File: src/rtl/shift_pkg.sv
// ----------------------------------------------------------------------------
// shift_pkg
//   Shared definitions for the pipelined shift unit: operation encodings,
//   the fill mode carried down the log-shifter stages, and helper functions.
// ----------------------------------------------------------------------------
package shift_pkg;

    localparam logic [2:0] OP_SLL = 3'b000;
    localparam logic [2:0] OP_SRL = 3'b001;
    localparam logic [2:0] OP_SRA = 3'b010;
    localparam logic [2:0] OP_ROR = 3'b011;
    localparam logic [2:0] OP_ROL = 3'b100;

    // Widest data path bitrev() can handle.
    localparam int unsigned MAX_WIDTH = 64;

    // What a right-shifting stage feeds into the vacated top bits.
    typedef enum logic [1:0] {
        FillZero,
        FillSign,
        FillRot
    } fill_e;

    function automatic logic is_left(input logic [2:0] op);
        return (op == OP_SLL) || (op == OP_ROL);
    endfunction

    function automatic logic is_legal(input logic [2:0] op);
        return op <= OP_ROL;
    endfunction

    // Reverses the low 'width' bits of d; bits above 'width' must be zero.
    function automatic logic [MAX_WIDTH-1:0] bitrev(input logic [MAX_WIDTH-1:0] d,
                                                    input int unsigned         width);
        logic [MAX_WIDTH-1:0] r;
        for (int i = 0; i < MAX_WIDTH; i++) begin
            r[i] = d[MAX_WIDTH-1-i];
        end
        return r >> (MAX_WIDTH - width);
    endfunction

endpackage

File: src/rtl/shift_stage.sv
// ----------------------------------------------------------------------------
// shift_stage
//   One registered stage of the right-shift log shifter. When 'en' is set the
//   data is shifted right by DIST with the top bits filled according to
//   fill_in; otherwise it passes through. Fill mode, sign bit and an opaque
//   sideband travel with the data. The whole stage loads only when adv is 1.
// Ports
//   clk, reset_n       clock, asynchronous active-low reset
//   adv                pipeline advance
//   valid_in/out       slot valid
//   data_in/out        data word
//   fill_in/out        fill mode for vacated bits
//   sign_in/out        sign bit used by FillSign
//   en                 shift enable for this stage (one bit of the amount)
//   side_in/out        sideband piped unchanged
// ----------------------------------------------------------------------------
module shift_stage
    import shift_pkg::*;
#(
    parameter int unsigned WIDTH  = 8,
    parameter int unsigned DIST   = 1,
    parameter int unsigned SIDE_W = 1
) (
    input  logic              clk,
    input  logic              reset_n,
    input  logic              adv,
    input  logic              valid_in,
    input  logic [WIDTH-1:0]  data_in,
    input  fill_e             fill_in,
    input  logic              sign_in,
    input  logic              en,
    input  logic [SIDE_W-1:0] side_in,
    output logic              valid_out,
    output logic [WIDTH-1:0]  data_out,
    output fill_e             fill_out,
    output logic              sign_out,
    output logic [SIDE_W-1:0] side_out
);

    logic [DIST-1:0]   fill_bits;
    logic [WIDTH-1:0]  data_d;

    logic              valid_q;
    logic [WIDTH-1:0]  data_q;
    fill_e             fill_q;
    logic              sign_q;
    logic [SIDE_W-1:0] side_q;

    always_comb begin
        case (fill_in)
            FillSign: fill_bits = {DIST{sign_in}};
            FillRot:  fill_bits = data_in[DIST-1:0];
            default:  fill_bits = '0;
        endcase
        data_d = en ? {fill_bits, data_in[WIDTH-1:DIST]} : data_in;
    end

    always_ff @(posedge clk or negedge reset_n) begin
        if (!reset_n) begin
            valid_q <= 1'b0;
            data_q  <= '0;
            fill_q  <= FillZero;
            sign_q  <= 1'b0;
            side_q  <= '0;
        end else if (adv) begin
            valid_q <= valid_in;
            data_q  <= data_d;
            fill_q  <= fill_in;
            sign_q  <= sign_in;
            side_q  <= side_in;
        end
    end

    assign valid_out = valid_q;
    assign data_out  = data_q;
    assign fill_out  = fill_q;
    assign sign_out  = sign_q;
    assign side_out  = side_q;

endmodule

File: src/rtl/pipelined_shift_unit.sv
// ----------------------------------------------------------------------------
// pipelined_shift_unit
//   Pipelined barrel shifter (SLL, SRL, SRA, ROR, ROL) with SHAMT_W registered
//   log stages, one operation per cycle, valid/ready on both sides. Left ops
//   are bit-reversed on entry and exit so every stage only shifts right.
// Ports
//   clk, reset_n       clock, asynchronous active-low reset
//   in_valid/in_ready  input handshake (in_ready is combinational)
//   op                 000 SLL, 001 SRL, 010 SRA, 011 ROR, 100 ROL, else illegal
//   data_in, shamt     operand and shift amount
//   out_valid/ready    output handshake
//   data_out           result
//   carry              last bit shifted/rotated out, 0 for a zero amount
//   zero               data_out == 0
//   illegal            result came from an illegal op (data_out and carry 0)
// ----------------------------------------------------------------------------
module pipelined_shift_unit
    import shift_pkg::*;
#(
    parameter int unsigned WIDTH   = 8,
    parameter int unsigned SHAMT_W = $clog2(WIDTH)
) (
    input  logic               clk,
    input  logic               reset_n,
    input  logic               in_valid,
    output logic               in_ready,
    input  logic [2:0]         op,
    input  logic [WIDTH-1:0]   data_in,
    input  logic [SHAMT_W-1:0] shamt,
    output logic               out_valid,
    input  logic               out_ready,
    output logic [WIDTH-1:0]   data_out,
    output logic               carry,
    output logic               zero,
    output logic               illegal
);

    // Sideband layout: {op, carry, shamt}.
    localparam int unsigned SIDE_W = 3 + 1 + SHAMT_W;

    logic               adv;
    logic [WIDTH-1:0]   entry_data;
    fill_e              entry_fill;
    logic               entry_carry;
    logic [SIDE_W-1:0]  entry_side;

    logic               valid_c [SHAMT_W];
    logic [WIDTH-1:0]   data_c  [SHAMT_W];
    fill_e              fill_c  [SHAMT_W];
    logic               sign_c  [SHAMT_W];
    logic [SIDE_W-1:0]  side_c  [SHAMT_W];

    logic [WIDTH-1:0]   last_data;
    logic [SIDE_W-1:0]  last_side;
    logic [2:0]         last_op;
    logic               unused_last;

    // The whole pipeline moves unless a result is waiting on the consumer.
    assign adv      = !out_valid || out_ready;
    assign in_ready = adv;

    always_comb begin
        entry_data = '0;
        if (is_legal(op)) begin
            entry_data = is_left(op) ? WIDTH'(bitrev(MAX_WIDTH'(data_in), WIDTH)) : data_in;
        end

        case (op)
            OP_SRA:         entry_fill = FillSign;
            OP_ROR, OP_ROL: entry_fill = FillRot;
            default:        entry_fill = FillZero;
        endcase

        // In the right-shift domain (left ops already reversed) the last bit
        // out is always bit s-1; illegal ops have zero data so carry is 0.
        entry_carry = (shamt != '0) ? entry_data[shamt - SHAMT_W'(1)] : 1'b0;
        entry_side  = {op, entry_carry, shamt};
    end

    for (genvar k = 0; k < SHAMT_W; k++) begin : g_stage
        logic              v_in;
        logic [WIDTH-1:0]  d_in;
        fill_e             f_in;
        logic              s_in;
        logic [SIDE_W-1:0] sd_in;

        if (k == 0) begin : g_first
            assign v_in  = in_valid;
            assign d_in  = entry_data;
            assign f_in  = entry_fill;
            assign s_in  = data_in[WIDTH-1];
            assign sd_in = entry_side;
        end else begin : g_rest
            assign v_in  = valid_c[k-1];
            assign d_in  = data_c[k-1];
            assign f_in  = fill_c[k-1];
            assign s_in  = sign_c[k-1];
            assign sd_in = side_c[k-1];
        end

        shift_stage #(
            .WIDTH  (WIDTH),
            .DIST   (1 << k),
            .SIDE_W (SIDE_W)
        ) u_stage (
            .clk       (clk),
            .reset_n   (reset_n),
            .adv       (adv),
            .valid_in  (v_in),
            .data_in   (d_in),
            .fill_in   (f_in),
            .sign_in   (s_in),
            .en        (sd_in[k]),
            .side_in   (sd_in),
            .valid_out (valid_c[k]),
            .data_out  (data_c[k]),
            .fill_out  (fill_c[k]),
            .sign_out  (sign_c[k]),
            .side_out  (side_c[k])
        );
    end

    assign out_valid = valid_c[SHAMT_W-1];
    assign last_data = data_c[SHAMT_W-1];
    assign last_side = side_c[SHAMT_W-1];
    assign last_op   = last_side[SIDE_W-1 -: 3];

    assign unused_last = ^{fill_c[SHAMT_W-1], sign_c[SHAMT_W-1], last_side[SHAMT_W-1:0]};

    // Outputs read as reset values whenever no result is presented.
    always_comb begin
        data_out = '0;
        carry    = 1'b0;
        illegal  = 1'b0;
        if (out_valid) begin
            data_out = is_left(last_op) ? WIDTH'(bitrev(MAX_WIDTH'(last_data), WIDTH))
                                        : last_data;
            carry    = last_side[SHAMT_W];
            illegal  = !is_legal(last_op);
        end
        zero = (data_out == '0);
    end

endmodule
File: config.mk
export PLATFORM = sky130hd
export DESIGN_NAME = pipelined_shift_unit
export DESIGN_NICKNAME = d
export VERILOG_FILES = /design/src/rtl/shift_pkg.sv /design/src/rtl/shift_stage.sv /design/src/rtl/pipelined_shift_unit.sv
export SDC_FILE = /design/constraint.sdc
export NUM_CORES = 1
export LEC_CHECK = 0
export CAP_MARGIN = 10
export CORE_MARGIN = 2
export CORE_UTILIZATION = 62
export CTS_BUF_LIST = sky130_fd_sc_hd__clkbuf_4 sky130_fd_sc_hd__clkbuf_8
export DETAILED_ROUTE_END_ITERATION = 6
export PLACE_DENSITY = 0.87
export SLEW_MARGIN = 20
export SYNTH_ARGS = -nofsm -noshare
export SYNTH_HDL_FRONTEND = slang
export SYNTH_SLANG_ARGS = --single-unit
File: constraint.sdc
create_clock -name clk -period 3.5 [get_ports clk]
set_input_delay 0.525 -clock clk [delete_from_list [all_inputs] [get_ports clk]]
set_output_delay 0.525 -clock clk [all_outputs]
set_load 0.005 [all_outputs]
==> results.toml <==
[clock_network]
clockBufferDepth = 2
post_cts_resized = 0
h-tree-depth = 2
hold_buffers = 0
insertion_delay_ns = 0.29
cts_buffers = 5
root_buffer = "clkbuf_8"
cts_tree = "yes"
cts_num_sinks = 48
postCtsSetupBuffers = 0
clkTransAtPathRegs_ns = 0.08

[yosys]
syn_area_um2 = 2620
synth_cells = 298
yosys_warnings = 0
avgSynthCellArea_um2 = 8.79
synth_common_cells = "nand2_1 (81), dfrtp_1 (48), o21ai_0 (27), mux2i_1 (19), a21oi_1 (16)"
ys_types = 32
synth_top_cell_area_share = 0.458
synth.area.top_cells = "dfrtp_1 (46%), nand2_1 (12%), mux2i_1 (7.3%)"
syn_nets = 325
synth_top_cell_by_area = "dfrtp_1"
synth_edf_count = 0
ys_seq_area_frac = 0.458
synth_most_common_cell = "nand2_1"
ys_ff_latch = 48
synthArstFlopShare = 1.00
dominantRegCellSynth = "dfrtp_1"

[finish]
seqCellArea_um2 = 1200
finalNetCount = 346
nFillCells = 328
n_antenna_cell = 0
area_delta_synth_final_pct = 15.5
fin_area_um2 = 3030
final_layout_size_suffix_gt1_frac = 0.0656
multiInputGateArea_um2 = 1280

[setup_path]
worst_setup_path_start_kind = "register"
path_max_fanout = 10
critPathCaptureType = "primary output"
worstRegToRegCells = 5
crit_type = "register to primary output"
critPathArrivalTime_ns = 2.08
critPathRequiredTime_ns = 2.97

[sta]
slew_viol_final = 0
rsz0062_at_grt = "no"
tightest_slew_ns = 0.577
min_period_over_period = 0.743
maxSlewHeadroom = 0.615
final.setup.tns_ns = 0
layout_min_cycle_time_ns = 2.60
hold_viol_final = 0
setup_viol = 0
finClkSkew_ns = 0.00300
max_freq_ghz = 0.384

[power]
powerDensity_nw_per_um2 = 666
peakVddDrop_mv = 0.478
p_leak_nw = 1.36

[die]
row_count = 23
fp.dieW_um = 69.0
core_area_um2 = 4030
die_area_um2 = 4760
fp.dieH_um = 69.0
io_pins = 31
initial_core_util = 0.650

[route]
routed_wl_um = 5050
drcViolationCount = 0
drt_iter0_drc = 175
viasPerCell = 5.61
ant_nets = 0
wl_per_cell_um = 13.7
dr.pass1.iters = 4
via_count = 2074

[placed_design]
routabilityCongestion = 0.829
placed_area_um2 = 2910
dpl.hpwl_um = 3670
port_buffers = 30

[grt]
grt-ovfl-total = 0
grt_max_degree = 49
grt_pass1_vias = 1945
antenna_found_initial = 0
grt_pass1_wl_um = 8630
gr-usage-all-layers = 0.220

[job]
max_cap_violations = 0

[status]
status = "completed"

[min_path]
hp-class = "input pin to async pin"
-- final timing paths --
path | startpoint | endpoint | slack (ns)
min | reset_n | g_stage[0].u_stage.side_out[6] | 0.22
max reg2reg | g_stage[2].u_stage.valid_out | g_stage[0].u_stage.side_out[3] | 1.68
max | g_stage[2].u_stage.side_out[5] | data_out[5] | 0.90
min reg2reg | g_stage[2].u_stage.side_out[3] | g_stage[2].u_stage.side_out[3] | 0.47
max in group asynchronous | reset_n | g_stage[1].u_stage.data_out[2] | 2.89
min in group clk | g_stage[2].u_stage.side_out[3] | g_stage[2].u_stage.side_out[3] | 0.47
-- critical path, cell delays in order (launching register included) --
cell and delay, ns:
dfrtp_1 0.49, nor2_1 0.47, nand2_1 0.10, a21boi_0 0.20, clkdlybuf4s50_1 0.53
-- layout make-up --
class	count	share of cell area
Clock buffer	5	0.0227
Clock inverter	3	0.0141
Inverter	15	0.0186
Multi-Input combinational cell	217	0.423
Sequential cell	48	0.397
Tap cell	50	0.0207
Timing Repair Buffer	32	0.103
-- layout by cell type (no fill, tap or decap), drive strengths merged, types with 7 or more instances in the layout --
master / count
nand2: 81
dfrtp: 48
clkdlybuf4s50: 29
o21ai: 27
mux2i: 19
a21oi: 16
nor2: 16
inv: 14
ha: 9
a21boi: 8
nor2b: 7
-- cell families after synthesis --
group | synth area share
simple gates | 0.192
mux | 0.103
buf+inv | 0.0535
fa+ha+maj | 0.0430
compound gates | 0.150
flops | 0.458
-- registers in the layout (all words and copies together) (netlist names) --
register and count:
g_stage.u_stage.data_out 24, g_stage.u_stage.fill_out 4, g_stage.u_stage.side_out 15, g_stage.u_stage.sign_out 2, g_stage.u_stage.valid_out 3
-- per-stage QoR --
step           total power, mW   util  instances  hold WS, ns  setup WS [ns]
2_1_floorplan             1.35      -        298        0.229           1.60
3_3_place_gp              1.60  0.723        362        0.442           1.00
3_5_place_dp              1.64  0.723        362        0.453          0.912
4_1_cts                   2.02  0.750        370        0.434          0.921
5_1_grt                   2.16  0.751        370        0.260          0.722
6_report                  2.01  0.751        370        0.222          0.899
-- routing by layer --
metal | track usage | wire (um) | up-vias
met3 | 0.0395 | 175 | 9
li1 | - | - | 1049
met4 | 0.0458 | 80 | 0
met2 | 0.406 | 2580 | 55
met1 | 0.269 | 2210 | 961
met5 | 0 | 0 | -
-- where the power goes --
part	switching, mW	leakage, nW	internal (mW)	total (mW)
Sequential	0.202	0.593	0.751	0.952
Clock	0.180	0.0541	0.211	0.391
Combinational	0.318	0.711	0.353	0.671
Note: power is estimated with default switching activity, not from simulation.
